===== src/rtl/uart_mmio_ctrl.sv =====
// uart_mmio_ctrl: CPU-facing MMIO register block between the core bus and the
// UART TX/RX FIFOs. Single-cycle requests, read response one cycle later.
// Optional build macro: UART_MMIO_IRQ_EN enables the registered interrupt
// output; without it irq is tied low and the CTRL enable bits are storage only.
module uart_mmio_ctrl #(
  parameter int DATA_WIDTH = 8,
  parameter int CNT_WIDTH  = 16
) (
  input  logic                  clk,
  input  logic                  rst_n,
  input  logic                  req,
  input  logic                  we,
  input  logic [2:0]            addr,
  input  logic [31:0]           wdata,
  output logic [31:0]           rdata,
  output logic                  rvalid,
  output logic                  tx_wr_en,
  output logic [DATA_WIDTH-1:0] tx_din,
  input  logic                  tx_full,
  input  logic                  tx_empty,
  output logic                  rx_rd_en,
  input  logic [DATA_WIDTH-1:0] rx_dout,
  input  logic                  rx_empty,
  input  logic                  rx_drop,
  output logic                  start_tx,
  output logic                  irq
);

  localparam logic [2:0] A_RX   = 3'd0;
  localparam logic [2:0] A_TX   = 3'd1;
  localparam logic [2:0] A_STAT = 3'd2;
  localparam logic [2:0] A_CNT  = 3'd3;
  localparam logic [2:0] A_CTRL = 3'd4;

  logic                 rd_req, wr_req, cnt_clr;
  logic [31:0]          rd_val, rx_word;
  logic [31:0]          rdata_q, rdata_d;
  logic                 rvalid_q, rvalid_d;
  logic                 pop_q, pop_d;
  logic                 rx_ovr_q, rx_ovr_d;
  logic                 tx_drop_q, tx_drop_d;
  logic                 start_q, start_d;
  logic                 rx_ie_q, rx_ie_d;
  logic                 tx_ie_q, tx_ie_d;
  logic [CNT_WIDTH-1:0] tx_cnt_q, tx_cnt_d;
  logic [CNT_WIDTH-1:0] rx_cnt_q, rx_cnt_d;
  logic                 unused_wdata;

  assign rd_req  = req & ~we;
  assign wr_req  = req & we;
  assign cnt_clr = wr_req & (addr == A_CTRL) & wdata[31];

  // FIFO strobes are combinational in the request cycle; gating with rst_n
  // makes them drop the moment reset asserts, even with req still high.
  assign tx_wr_en = rst_n & wr_req & (addr == A_TX) & ~tx_full;
  assign tx_din   = wdata[DATA_WIDTH-1:0];
  assign rx_rd_en = rst_n & rd_req & (addr == A_RX) & ~rx_empty;

  // RX FIFO output is registered, so the popped byte only exists in the
  // response cycle; it is muxed straight onto rdata there.
  assign rx_word  = 32'(rx_dout) | 32'h8000_0000;
  assign rdata    = pop_q ? rx_word : rdata_q;
  assign rvalid   = rvalid_q;
  assign start_tx = start_q;

  assign unused_wdata = ^wdata;

  // Read mux: STATUS/COUNT/CTRL are sampled in the request cycle.
  always_comb begin
    rd_val = 32'h0;
    case (addr)
      A_STAT:  rd_val = {27'b0, tx_drop_q, rx_ovr_q, tx_empty, tx_full, ~rx_empty};
      A_CNT:   rd_val = 32'({rx_cnt_q, tx_cnt_q});
      A_CTRL:  rd_val = {29'b0, tx_ie_q, rx_ie_q, start_q};
      default: rd_val = 32'h0;
    endcase
  end

  // Next-state for flags, counters, control and read response.
  always_comb begin
    rdata_d   = rdata_q;
    rvalid_d  = rd_req;
    pop_d     = rx_rd_en;
    rx_ovr_d  = rx_ovr_q;
    tx_drop_d = tx_drop_q;
    start_d   = start_q;
    rx_ie_d   = rx_ie_q;
    tx_ie_d   = tx_ie_q;
    tx_cnt_d  = tx_cnt_q;
    rx_cnt_d  = rx_cnt_q;

    // A new read owns the response register; otherwise latch the popped byte
    // so rdata keeps showing it after rvalid falls.
    if (rd_req)     rdata_d = rd_val;
    else if (pop_q) rdata_d = rx_word;

    // Clears first, then sets, so a same-cycle set event wins over W1C.
    if (wr_req && addr == A_STAT && wdata[3]) rx_ovr_d  = 1'b0;
    if (wr_req && addr == A_STAT && wdata[4]) tx_drop_d = 1'b0;
    if (rx_drop)                              rx_ovr_d  = 1'b1;
    if (wr_req && addr == A_TX && tx_full)    tx_drop_d = 1'b1;

    if (wr_req && addr == A_CTRL) begin
      start_d = wdata[0];
      rx_ie_d = wdata[1];
      tx_ie_d = wdata[2];
    end

    if (tx_wr_en) tx_cnt_d = tx_cnt_q + CNT_WIDTH'(1);
    if (rx_rd_en) rx_cnt_d = rx_cnt_q + CNT_WIDTH'(1);
    if (cnt_clr) begin
      tx_cnt_d = '0;
      rx_cnt_d = '0;
    end
  end

  // State registers.
  always_ff @(posedge clk or negedge rst_n) begin
    if (!rst_n) begin
      rdata_q   <= 32'h0;
      rvalid_q  <= 1'b0;
      pop_q     <= 1'b0;
      rx_ovr_q  <= 1'b0;
      tx_drop_q <= 1'b0;
      start_q   <= 1'b0;
      rx_ie_q   <= 1'b0;
      tx_ie_q   <= 1'b0;
      tx_cnt_q  <= '0;
      rx_cnt_q  <= '0;
    end else begin
      rdata_q   <= rdata_d;
      rvalid_q  <= rvalid_d;
      pop_q     <= pop_d;
      rx_ovr_q  <= rx_ovr_d;
      tx_drop_q <= tx_drop_d;
      start_q   <= start_d;
      rx_ie_q   <= rx_ie_d;
      tx_ie_q   <= tx_ie_d;
      tx_cnt_q  <= tx_cnt_d;
      rx_cnt_q  <= rx_cnt_d;
    end
  end

`ifdef UART_MMIO_IRQ_EN
  logic irq_q, irq_d;

  assign irq_d = (rx_ie_q & ~rx_empty) | (tx_ie_q & tx_empty) | rx_ovr_q | tx_drop_q;
  assign irq   = irq_q;

  // Interrupt is registered: one cycle behind its sources.
  always_ff @(posedge clk or negedge rst_n) begin
    if (!rst_n) irq_q <= 1'b0;
    else        irq_q <= irq_d;
  end
`else
  assign irq = 1'b0;
`endif

endmodule


===== config.mk =====
export PLATFORM = sky130hd
export DESIGN_NAME = uart_mmio_ctrl
export DESIGN_NICKNAME = d
export VERILOG_FILES = /design/src/rtl/uart_mmio_ctrl.sv
export SDC_FILE = /design/constraint.sdc
export NUM_CORES = 1
export LEC_CHECK = 0
export CAP_MARGIN = 0
export CORE_MARGIN = 3
export CORE_UTILIZATION = 45
export CTS_CLUSTER_DIAMETER = 60
export DETAILED_ROUTE_END_ITERATION = 6
export HOLD_SLACK_MARGIN = 0.06
export MAX_ROUTING_LAYER = met4
export PLACE_DENSITY = 0.75
export SYNTH_ARGS = -nofsm -noshare
export SYNTH_HDL_FRONTEND = slang
export SYNTH_SLANG_ARGS = --single-unit

===== constraint.sdc =====
create_clock -name clk -period 2.9 [get_ports clk]
set_input_delay 0.435 -clock clk [delete_from_list [all_inputs] [get_ports clk]]
set_output_delay 0.435 -clock clk [all_outputs]
set_load 0.02 [all_outputs]

* Word level (Yosys, flattened, before mapping)
Cells that the tools add are included.
Operators by class: add/subtract/negate cells 2, equal/unequal tests 4, mux-type cells 11, bitwise operators 13, reductions and logical operators 11
Operator list (number):
- case mux 32 bit (3 select lines) | 1
- 2-to-1 mux 16 bit | 4
- 2-to-1 mux 32 bit | 2
- adder 16 x 1 -> 16 bit (second input constant) | 2
- bitwise AND 1 bit | 10
- nonzero test 2 bit | 4
- equality test 3 x 2 -> 1 bit (second input constant) | 2
- logical AND 1 bit | 6
- 2-to-1 mux 1 bit | 4
- equality test 3 x 1 -> 1 bit (second input constant) | 1
- equality test 3 bit (second input constant) | 1
- logical NOT 3 bit | 1
- inverter 1 bit | 3
Storage, ports and cells: register bits after elaboration 71, bits of input ports 51, output and inout bits 45, word-level logic and storage cells 51

* Logic depth before layout (Yosys ltp)
Gate-level depths: netlist (run 1).
word-level depth 7, mapped depth 8, mapped depth without buffers 5

* Worst setup path before layout (run 1)
OpenSTA, ideal clock, no wires.
path kind input to output, start point input port addr[0], end point output port tx_wr_en, arrival 1.513 ns, data required time 2.465 ns, setup slack 0.952 ns, stages on the path 3, buffers on the path 1, cell sequence buf_2 -> nand4b_1 -> nor3_1
On the way: word-level cells in the longest chain between the ends 3
Ends and longest elaborated chain:
- from (decl) | line 13 | input logic [2:0] addr,
- equality test 3 x 1 -> 1 bit | line 55 | assign tx_wr_en = rst_n & wr_req & (addr == A_TX) & ~tx_full;
- bitwise AND 1 bit (2 in a row) | line 55
- to (decl) | line 17 | output logic tx_wr_en,
Every way passes these cells.

* Final worst setup path (run 1)
start point input port rst_n, end point output port rx_rd_en
On the way: word-level cells in the longest chain between the ends 3
Ends and longest elaborated chain:
- from (decl) | line 10 | input logic rst_n,
- bitwise AND 1 bit (3 in a row) | line 57 | assign rx_rd_en = rst_n & rd_req & (addr == A_RX) & ~rx_empty;
- to (decl) | line 21 | output logic rx_rd_en,
Every way passes these cells.

==> key figures, run 1 <==
Cells and area
  – Multi-input gate area: roughly 1600 um^2
  – Area Overhead vs Synth: 26.5%
  – Fin util: between 60% and 70%
  – Most frequent cells in the layout: dfrtp_1 (71), clkdlybuf4s50_1 (64), nand2_1 (29), a22o_1 (28), nor2b_1 (25)
  – Finished Cell Area: ~4500 um^2
  – FILL cells: between 600 and 700
  – Register area: between 1500 and 2000 um^2
  – Antenna cells: 0
  – Nets: around 450
  – Layout cells sized above 1: a little under an eighth
  – Commonest non-fill, non-tap cell in the layout: dfrtp_1

Route
  – Drt drc: 0
  – Detail Route Antenna Nets: 0
  – WL final: slightly below 8 mm
  – Via count: about 2800
  – Initial DRC count: around 110
  – Routed length per instance: about 16 um
  – 1st-pass router iterations: 4
  – Vias per std cell: roughly 5.5

Clocking
  – H-Tree Depth: 3
  – Skew-Pair Late Insertion Delay: about 0.34 ns
  – Cts bufs inserted: 9
  – Clock sink count: 71
  – TritonCTS clock tree: yes
  – Clock transition at path regs: 0.07 ns
  – Hold_buf cts: 1
  – Root buf cell: clkbuf_8
  – Post-CTS setup buffers: 0
  – Resized cells post-CTS: 0
  – Clock buffer depth: 2

Power and ir drop
  – Sw frac: 23.6%
  – Leak Pwr: about 2.1 nW
  – Comb pwr share: approximately a tenth
  – Max rail drop VDD: 0.237 mV
  – Clk pwr share: around two fifths
  – Seq pwr share: between 50% and 60%
  – Tot Pwr: between 2 and 2.5 mW
  – Internal power: 1.56 mW
  – PwrDens: approximately 450 nW/um^2
  – NetSw: between 0.4 and 0.5 mW

Timing
  – Endpoints failing setup: 0
  – Worst-margin pin slew: 0.806 ns
  – RSZ-0062 raised after global routing: no
  – Setup_tns: 0 ns
  – Final Hold Viols: 0
  – Period utilization: 94.9%
  – Worst setup margin: between 0.1 and 0.15 ns
  – Final Max Slew Viols: 0
  – Crit path time final: 2.75 ns
  – Slew HR: around 46%
  – Clock Skews: about 0.0095 ns
  – Fmax: 363 MHz

Critical path
  – Reg-to-reg startpoint: tx_cnt_q[3]$_DFFE_PN0P_
  – Critical Path AT: ~2.3 ns
  – CP Depth: 6
  – CP delay by family, top: buffers and inverters
  – Worst setup EP type: output port
  – Critical path, cell by cell: dlygate4sd3_1 -> buf_2 -> nor3b_4 -> nand2_1 -> inv_1 -> clkdlybuf4s50_1
  – Critical path startpoint: rst_n
  – Startpoint Class: primary input
  – Required @ worst endpoint: 2.47 ns
  – Crit-path slowest cell: clkdlybuf4s50_1
  – CP bufs+invs: 4
  – Crit-path max cell delay: between 0.6 and 0.7 ns
  – CP Class: primary input to output port
  – Worst Path Max Fanout: 9
  – Reg2reg path depth: 4

Place
  – Post-Place Worst Slack: 0.212 ns
  – Dpl cell area: roughly 4300 um^2
  – GPL Wtd Cong: 0.840
  – Buffers added on ports: between 60 and 70
  – HPWL after DPL: between 5 and 6 mm

Floorplan
  – Initial Util: between 40% and 50%
  – Chip width: roughly 95 um
  – Rows: 31
  – Core area: 7450 um^2
  – Total die area: 9010 um^2
  – Top-level I/O count: 96
  – Die Span Y: ~95 um

Logic synthesis
  – Top_reg_cell synth: dfrtp_1
  – Number of synthesized flops with an enable pin: 0
  – Synth Net Count: ~390
  – Seq cells post-synth: 71
  – Mapped cell area: 3560 um^2
  – Sequential area share after synthesis: 49.9%
  – Synth warn: 0
  – Post-synth ARST share: 100%
  – Syn avg cell area: 10.6 um^2
  – Yosys cell types: between 40 and 50
  – Syn Inst Count: roughly 340

Flow run
  – Max-cap violations: 0

Global route
  – Global route total overflow: 0
  – Vias in the first global route: about 2800
  – Total global routing track utilization: about a fifth
  – Initial antenna violation count: 0
  – First-pass GRT wire length: 13.4 mm
  – Pin count of the biggest net entering global routing: between 60 and 70

Status
  – Status: completed

Min path
  – Worst hold path type: primary input to asynchronous set/reset pin
[flip-flops by register name (all words and copies together), names as in the netlist]
signal     count
rdata_q       32
rx_cnt_q      16
tx_cnt_q      16
pop_q          1
rvalid         1
rx_ie_q        1
rx_ovr_q       1
start_tx       1
tx_drop_q      1
tx_ie_q        1
[power by group through the flow]
stage | logic, mW | registers (mW) | clock network (mW)
2_1_floorplan | 0.111 | 1.06 | 0
3_3_place_gp | 0.206 | 1.07 | 0
3_5_place_dp | 0.210 | 1.07 | 0
4_1_cts | 0.212 | 1.05 | 0.809
5_1_grt | 0.228 | 1.05 | 0.855
6_report | 0.208 | 1.05 | 0.787
[synth_stat cells, types with 8 or more instances]
master | n | area [um^2]
nor2b_1 | 25 | 156
a22o_1 | 28 | 245
mux2_2 | 11 | 124
dfrtp_1 | 71 | 1780
buf_4 | 9 | 67.6
nand2_1 | 29 | 109
xnor2_1 | 8 | 70.1
nand3_1 | 15 | 75.1
mux2i_1 | 8 | 80.1
nor2_1 | 16 | 60.1
o21ai_0 | 11 | 55.1
clkbuf_1 | 14 | 52.6
[cells by family after synthesis]
group / count (synthesis) / share of synthesized area [%]
and+or+nand+nor: 137 / 23.2
DFF: 71 / 49.9
AOI/OAI and AO/OA: 59 / 12.3
buffers and inverters: 33 / 4.78
muxes: 19 / 5.73
xor gates and xnor gates: 13 / 3.20
adders and majority gates: 2 / 0.703
other: 1 / 0.105
[final cells by class]
class | count | area share, %
Clock buffer | 12 | 3.45
Clock inverter | 3 | 0.945
Inverter | 5 | 0.417
Multi-Input combinational cell | 231 | 35.8
Sequential cell | 71 | 39.5
Tap cell | 99 | 2.75
Timing Repair Buffer | 80 | 17.2
[layer usage]
| layer | GRT usage (%) | part of all wire [%] | wire, um | vias up |
|---|---|---|---|---|
| li1 | - | - | - | 1328 |
| met1 | 24.8 | 44 | 3450 | 1374 |
| met2 | 31.5 | 50 | 3940 | 59 |
| met3 | 4.70 | 4.1 | 325 | 9 |
| met4 | 6.85 | 1.5 | 117 | 0 |
| met5 | - | 0 | 0 | - |
[worst paths after layout]
check                                            to  slack [ns]
setup / recovery                           rx_rd_en        0.15
min in group clk               rx_ovr_q$_DFFE_PN0P_        0.50
hold reg to reg                rx_ovr_q$_DFFE_PN0P_        0.50
setup reg to reg           tx_cnt_q[14]$_DFFE_PN0P_        1.16
hold / removal                tx_drop_q$_DFFE_PN0P_        0.47
max in group asynchronous      rdata_q[0]$_DFF_PN0_        1.38
[metrics by stage]
step / hold WS (ns) / cells
CTS: 0.450 / 501
detailed placement: 0.293 / 485
global route: 0.455 / 501
floorplan: 0.139 / 335
global placement: 0.294 / 485
finish: 0.465 / 501
[worst register-to-register path, delay by kind of cell (launching register included)]
| kind | cells | cell delay (ns) |
|---|---|---|
| DFF | 1 | 0.48 |
| and+or+nand+nor | 3 | 1.05 |
| AOI/OAI and AO/OA | 1 | 0.14 |
Note: power is estimated with default switching activity, not from simulation.
==> inputs of run 2 (changes only) <==
--- a/config.mk
+++ b/config.mk
@@ -5,6 +5,7 @@
 export SDC_FILE = /design/constraint.sdc
 export NUM_CORES = 1
 export LEC_CHECK = 0
+export ABC_AREA = 1
 export CAP_MARGIN = 0
 export CORE_MARGIN = 3
 export CORE_UTILIZATION = 45
@@ -12,7 +13,7 @@
 export DETAILED_ROUTE_END_ITERATION = 6
 export HOLD_SLACK_MARGIN = 0.06
 export MAX_ROUTING_LAYER = met4
-export PLACE_DENSITY = 0.75
+export PLACE_DENSITY = 0.74
 export SYNTH_ARGS = -nofsm -noshare
 export SYNTH_HDL_FRONTEND = slang
 export SYNTH_SLANG_ARGS = --single-unit
==> run 2 against run 1 <==
  * Synthesized area grew 8.2%
  * Worst hold slack lost 0.34 ns
  * Sequential cell count is the same
  * Sequential power grew 10%
  * Worst setup slack gained 0.14 ns
  * Clock power grew 11%
  * Critical path depth grew 1
  * Combinational power grew 97%
  * Register-to-register slack gained 0.10 ns
  * Die area grew 7.6%
  * Critical path type unchanged
  * Largest cell class unchanged
  * Highest routed layer unchanged
==> key figures, run 2 <==
Status
  – Status: completed

Power and ir drop
  – Leak Pwr: 2.30 nW (+12%)
  – Seq pwr share: 47.4% (-3.9 points)
  – NetSw: 0.690 mW (+43%)
  – Max rail drop VDD: 0.269 mV (+13%)
  – Clk pwr share: 35.8% (-2.7 points)
  – Internal power: 1.75 mW (+12%)
  – Sw frac: 28.3% (+4.8 points)
  – Comb pwr share: 16.8% (+6.6 points)
  – PwrDens: 513 nW/um^2 (+13%)

Timing
  – Hold slack: 0.126 ns (-0.339 ns)
  – Setup_tns: 0 ns (unchanged)
  – Final Hold Viols: 0 (unchanged)
  – Slew HR: 60.7% (+14 points)
  – Endpoints failing setup: 0 (unchanged)
  – Period utilization: 90.0% (-4.9 points)
  – RSZ-0062 raised after global routing: no
  – Fmax: 383 MHz (+5.4%)
  – Crit path time final: 2.61 ns (-0.141 ns)
  – Worst-margin pin slew: 0.589 ns (-0.217 ns)
  – Final Max Slew Viols: 0 (unchanged)
  – Clock Skews: 0.0117 ns (+0.00215 ns)

Critical path
  – RR Endpoint: rx_cnt_q[7]$_DFFE_PN0P_
  – Worst setup EP type: output port
  – Startpoint Class: primary input
  – Worst Path Max Fanout: 5 (-4)
  – Flop2flop setup slack: 1.26 ns (+0.10 ns)
  – CP bufs+invs: 4 (unchanged)
  – Reg-to-reg startpoint: rx_cnt_q[2]$_DFFE_PN0P_
  – CP Class: primary input to output port
  – Critical path startpoint: addr[1]
  – Reg2reg path depth: 5 (+1)
  – Critical Path Sink: rx_rd_en
  – Critical path, cell by cell: clkdlybuf4s50_1 -> inv_1 -> nand2_2 -> nor2_1 -> nand2_1 -> inv_1 -> clkdlybuf4s50_1
  – Critical Path AT: 2.18 ns (-0.14 ns)
  – Crit-path max cell delay: 0.61 ns (about the same)
  – Required @ worst endpoint: 2.47 ns (about the same)
  – CP Depth: 7 (+1)
  – Crit-path slowest cell: clkdlybuf4s50_1
  – CP delay by family, top: buffers and inverters

Logic synthesis
  – Top cells by count, synth: nand2_1 (151), inv_1 (72), nor2_1 (72)
  – Post-synth ARST share: 100% (unchanged)
  – Syn Inst Count: 526 (+57%)
  – Synth warn: 0 (unchanged)
  – Yosys cell types: 31 (-24%)
  – Leading area contributor after synthesis: dfrtp_1
  – Main area contributors after synthesis: dfrtp_1 (46%), nand2_1 (15%), inv_1 (7.0%), nor2_1 (7.0%), nand3_1 (4.0%)
  – Top_reg_cell synth: dfrtp_1
  – Seq cells post-synth: 71 (unchanged)
  – Sequential area share after synthesis: 46.2% (-3.8 points)
  – Yosys top cell area share: 46.2% (-3.8 points)
  – Most common cell in the netlist: nand2_1
  – Syn avg cell area: 7.31 um^2 (-31%)
  – Number of synthesized flops with an enable pin: 0 (unchanged)
  – Mapped cell area: 3850 um^2 (+8.2%)
  – Synth Net Count: 579 (+49%)

Cells and area
  – Layout cells sized above 1: 7.48% (-4.2 points)
  – Most frequent cells in the layout: nand2_1 (150), inv_1 (72), nor2_1 (72), dfrtp_1 (71), clkdlybuf4s50_1 (64)
  – Commonest non-fill, non-tap cell in the layout: nand2_1
  – Nets: 636 (+41%)
  – Antenna cells: 0 (unchanged)
  – Area Overhead vs Synth: 23.5%
  – Max reg flops: 32 (unchanged)
  – FILL cells: 742 (+19%)
  – Biggest regs: rdata_q (32), rx_cnt_q (16), tx_cnt_q (16)
  – Largest Register: rdata_q

Route
  – Drt drc: 0 (unchanged)
  – Initial DRC count: 224 (+110%)
  – Via count: 3596 (+30%)
  – 1st-pass router iterations: 5 (+1)
  – Vias per std cell: 5.19 (-6.1%)
  – Detail Route Antenna Nets: 0 (unchanged)
  – WL final: 9.15 mm (+17%)
  – Routed length per instance: 13.2 um (-16%)

Place
  – GPL Wtd Cong: 0.944 (+12%)
  – HPWL after DPL: 6.73 mm (+23%)
  – Buffers added on ports: 65 (unchanged)

Global route
  – Pin count of the biggest net entering global routing: 56 (-16%)
  – Global route total overflow: 0 (unchanged)
  – Total global routing track utilization: 20.3% (+0.54 points)
  – Initial antenna violation count: 0 (unchanged)
  – First-pass GRT wire length: 15.7 mm (+18%)
  – Vias in the first global route: 3395 (+19%)

Clocking
  – Clock sink count: 71 (unchanged)
  – Root buf cell: clkbuf_8
  – Clock buffer depth: 2 (unchanged)
  – Cts bufs inserted: 9 (unchanged)
  – Skew-Pair Late Insertion Delay: 0.34 ns (about the same)
  – Hold_buf cts: 0 (-1)
  – Post-CTS setup buffers: 0 (unchanged)
  – Clock transition at path regs: 0.07 ns (about the same)
  – Resized cells post-CTS: 0 (unchanged)
  – H-Tree Depth: 3 (unchanged)
  – TritonCTS clock tree: yes

Floorplan
  – Total die area: 9700 um^2 (+7.6%)
  – Initial Util: 46.6% (-1.2 points)
  – Die Span Y: 98.5 um (+3.7%)
  – Core area: 8260 um^2 (+11%)
  – Rows: 33 (+6.5%)
  – Chip width: 98.5 um (+3.7%)
  – Top-level I/O count: 96 (unchanged)

Min path
  – Worst hold path type: primary input to asynchronous set/reset pin

Flow run
  – Max-cap violations: 0 (unchanged)
-- run 2: cell count changes after synthesis, moves of 9 or more --
cell     change
inv_1       +67
nand3_1     +16
o31ai_1     +18
o21ai_0     +14
nand2_1    +122
a22o_1      -28
a21oi_1      +9
nor2_1      +56
nor2b_1     -25
-- run 2: layout make-up --
class                   count  area, um^2  share of cell area [%]
flip-flops and latches     71        1780                    37.4
clock inverters             6        83.8                    1.76
repair buffers             72         698                    14.7
multi-input cells         354        1640                    34.6
inverters                  75         282                    5.92
well taps                 105         131                    2.76
clock buffers              10         138                    2.90
-- run 2: routing by layer --
layer,vias to the layer above,routed length (um),track usage [%]
li1,1762,-,-
met1,1679,4280,27.1
met2,140,4230,32.0
met3,15,484,3.18
met4,0,151,6.93
met5,-,0,-
-- run 2: power groups by stage --
stage               combinational (mW)  clock, mW  sequential [mW]
floorplan                        0.252          0             1.16
global placement                 0.394          0             1.17
detailed placement               0.410          0             1.17
CTS                              0.413      0.881             1.15
global route                     0.469      0.925             1.17
finish                           0.409      0.873             1.16
-- run 2: per-stage QoR --
step           cells  util (%)  power (mW)  area, um^2  setup slack [ns]
6_report         693      57.5        2.44        4750             0.289
3_5_place_dp     677      54.9        1.58        4530             0.297
4_1_cts          693      57.5        2.45        4750             0.256
3_3_place_gp     677      54.9        1.56        4530             0.338
2_1_floorplan    526         -        1.41        3850              1.46
5_1_grt          693      57.5        2.56        4750             0.152
-- run 2: worst min path at each step --
stage	start	endpoint	cells after the start
final	rst_n	tx_drop_q$_DFFE_PN0P_	2
after detailed placement	rx_ovr_q$_DFFE_PN0P_	rx_ovr_q$_DFFE_PN0P_	1
after CTS	rst_n	rdata_q[5]$_DFF_PN0_	2
after floorplan	rst_n	pop_q$_DFF_PN0_	0
after global placement	tx_drop_q$_DFFE_PN0P_	tx_drop_q$_DFFE_PN0P_	2
after global routing	rst_n	rdata_q[2]$_DFF_PN0_	2
-- run 2: logic make-up (layout without fill, tap and decap cells) --
kind of cell / Yosys count / count (layout) / synth area share, %
fa+ha+maj: 2 / 2 / 0.650
flops: 71 / 71 / 46.2
xor+xnor: 1 / 1 / 0.228
simple gates: 284 / 284 / 31.1
buf+inv: 101 / 163 / 11.2
other cells: 1 / 1 / 0.0975
mux: 3 / 3 / 0.878
compound gates: 63 / 63 / 9.66
==> inputs of run 3 (changes only) <==
--- a/config.mk
+++ b/config.mk
@@ -8,12 +8,13 @@
 export ABC_AREA = 1
 export CAP_MARGIN = 0
 export CORE_MARGIN = 3
-export CORE_UTILIZATION = 45
+export CORE_UTILIZATION = 53
 export CTS_CLUSTER_DIAMETER = 60
 export DETAILED_ROUTE_END_ITERATION = 6
 export HOLD_SLACK_MARGIN = 0.06
 export MAX_ROUTING_LAYER = met4
-export PLACE_DENSITY = 0.74
+export PLACE_DENSITY = 0.85
+export SKIP_LAST_GASP = 1
 export SYNTH_ARGS = -nofsm -noshare
 export SYNTH_HDL_FRONTEND = slang
 export SYNTH_SLANG_ARGS = --single-unit
==> run 3 against run 2 <==
  * Non-clock buffer count increased by 2
  * Register-to-register slack improved by 0.04 ns
  * Clock power decreased by 23%
  * Clock-buffer cell count increased by 1
  * Largest cell class unchanged
==> key figures, run 3 (synthesis gave the netlist of run 2 again) <==
Status
  – Status: completed

Timing
  – Worst-margin pin slew: 0.867 ns (+0.278 ns)
  – Period utilization: 93.1% (+3.1 points)
  – Endpoints failing setup: 0 (unchanged)
  – RSZ-0062 raised after global routing: no
  – Worst setup margin: 0.199 ns (-0.0899 ns)
  – Final Max Slew Viols: 0 (unchanged)
  – Slew HR: 42.2% (-19 points)
  – Crit path time final: 2.70 ns (+0.0899 ns)
  – Clock Skews: 0.00769 ns (-0.00397 ns)
  – Setup_tns: 0 ns (unchanged)
  – Final Hold Viols: 0 (unchanged)
  – Fmax: 370 MHz (-3.3%)

Global route
  – Total global routing track utilization: 23.0% (+2.6 points)
  – Global route total overflow: 0 (unchanged)
  – Met2 Use GR: 37.2% (+5.2 points)
  – Global route hottest layer: met2
  – Initial antenna violation count: 0 (unchanged)
  – Met1 usage: 30.1% (+3.1 points)
  – Vias in the first global route: 3352 (-1.3%)
  – GRT met3 Usage: 2.90% (-0.28 points)
  – First-pass GRT wire length: 15.1 mm (-3.9%)
  – Pin count of the biggest net entering global routing: 70 (+25%)

Critical path
  – Required @ worst endpoint: 2.47 ns (about the same)
  – CP Class: primary input to output port
  – Critical Path AT: 2.27 ns (+0.09 ns)
  – Reg2reg path depth: 5 (unchanged)
  – Worst setup EP type: output port
  – Critical path startpoint: rst_n
  – Startpoint Class: primary input
  – Worst Path Max Fanout: 10 (+5)
  – Reg-to-reg startpoint: rx_cnt_q[2]$_DFFE_PN0P_

Cells and area
  – Max reg flops: 32 (unchanged)
  – FILL cells: 612 (-18%)
  – Multi-input gate area: 1640 um^2 (unchanged)
  – Largest Register: rdata_q
  – Most frequent cells in the layout: nand2_1 (150), inv_1 (72), nor2_1 (72), dfrtp_1 (71), clkdlybuf4s50_1 (63)
  – Commonest non-fill, non-tap cell in the layout: nand2_1
  – Register area: 1780 um^2 (unchanged)
  – Biggest regs: rdata_q (32), rx_cnt_q (16), tx_cnt_q (16)
  – Antenna cells: 0 (unchanged)
  – Area Overhead vs Synth: 22.2%
  – Layout cells sized above 1: 7.30% (-0.18 points)
  – Nets: 638 (+0.31%)

Clocking
  – Clock sink count: 71 (unchanged)
  – Root buf cell: clkbuf_8
  – Cts bufs inserted: 9 (unchanged)
  – H-Tree Depth: 3 (unchanged)
  – TritonCTS clock tree: yes
  – Clock buffer depth: 2 (unchanged)
  – Clock transition at path regs: 0.07 ns (about the same)
  – Skew-Pair Late Insertion Delay: 0.34 ns (about the same)

Floorplan
  – Total die area: 8320 um^2 (-14%)
  – Chip width: 91.2 um (-7.4%)
  – Top-level I/O count: 96 (unchanged)
  – Die Span Y: 91.2 um (-7.4%)
  – Initial Util: 55.7% (+9.1 points)
  – Rows: 30 (-9.1%)
  – Core area: 6910 um^2 (-16%)

Route
  – Drt drc: 0 (unchanged)
  – Vias per std cell: 5.05 (-2.7%)
  – Initial DRC count: 334 (+49%)
  – Detail Route Antenna Nets: 0 (unchanged)
  – Via count: 3458 (-3.8%)
  – Routed length per instance: 13.1 um (-1.0%)
  – 1st-pass router iterations: 5 (unchanged)
  – WL final: 8.96 mm (-2.1%)

Place
  – Buffers added on ports: 65 (unchanged)
  – GPL Wtd Cong: 0.903 (-4.4%)
  – HPWL after DPL: 6.40 mm (-4.9%)
  – Post-Place Worst Slack: 0.276 ns (-0.0210 ns)

Power and ir drop
  – Max rail drop VDD: 0.331 mV (+23%)
  – PwrDens: 476 nW/um^2 (-7.2%)
  – Leak Pwr: 2.30 nW (-0.14%)

Min path
  – Worst hold path type: primary input to asynchronous set/reset pin

Flow run
  – Max-cap violations: 0 (unchanged)
-- run 3: critical path, stage by stage --
cell	delay, ns
dlygate4sd3_1	0.53
buf_2	0.21
inv_1	0.08
nor2_1	0.11
nand3_2	0.11
inv_2	0.16
clkdlybuf4s50_1	0.63
-- run 3: where the power goes --
group / switching [mW] / internal (mW)
logic: 0.245 / 0.163
clock network: 0.350 / 0.325
registers: 0.0738 / 1.08
total: 0.669 / 1.57
-- run 3: metrics by stage --
stage	hold WS, ns	cells	power [mW]	area [um^2]	utilization, %
floorplan	0.139	526	1.41	3850	-
global placement	0.285	669	1.56	4530	65.5
detailed placement	0.281	669	1.57	4530	65.5
CTS	0.467	685	2.24	4700	68.1
global route	0.477	685	2.35	4700	68.1
finish	0.472	685	2.24	4700	68.1
-- run 3: area by class of cell --
class	instances	share of cell area [%]
Clock buffer	11	3.01
Sequential cell	71	37.8
Multi-Input combinational cell	354	34.9
Clock inverter	4	0.479
Inverter	75	5.99
Timing Repair Buffer	74	15.3
Tap cell	96	2.55
-- run 3: worst paths after layout --
check / to / slack [ns]
max in group asynchronous: tx_cnt_q[5]$_DFFE_PN0P_ / 1.33
worst max-delay path: tx_wr_en / 0.20
worst max register to register: rx_cnt_q[7]$_DFFE_PN0P_ / 1.30
worst min register to register: tx_drop_q$_DFFE_PN0P_ / 0.48
min in group clk: tx_drop_q$_DFFE_PN0P_ / 0.48
worst min-delay path: rx_cnt_q[15]$_DFFE_PN0P_ / 0.47
-- run 3: repair_timing --
action / CTS / global route
gates resized for setup: 0 / 1
hold endpoints to repair: 2 / 0
setup endpoints to repair: 0 / 1
setup buffers: 0 / 0
hold buffers: 1 / 0
-- run 3: routing by layer --
metal,up-vias,share of wire (%)
li1,1764,-
met1,1576,47
met2,106,47
met3,12,5.1
met4,0,1.2
met5,-,0
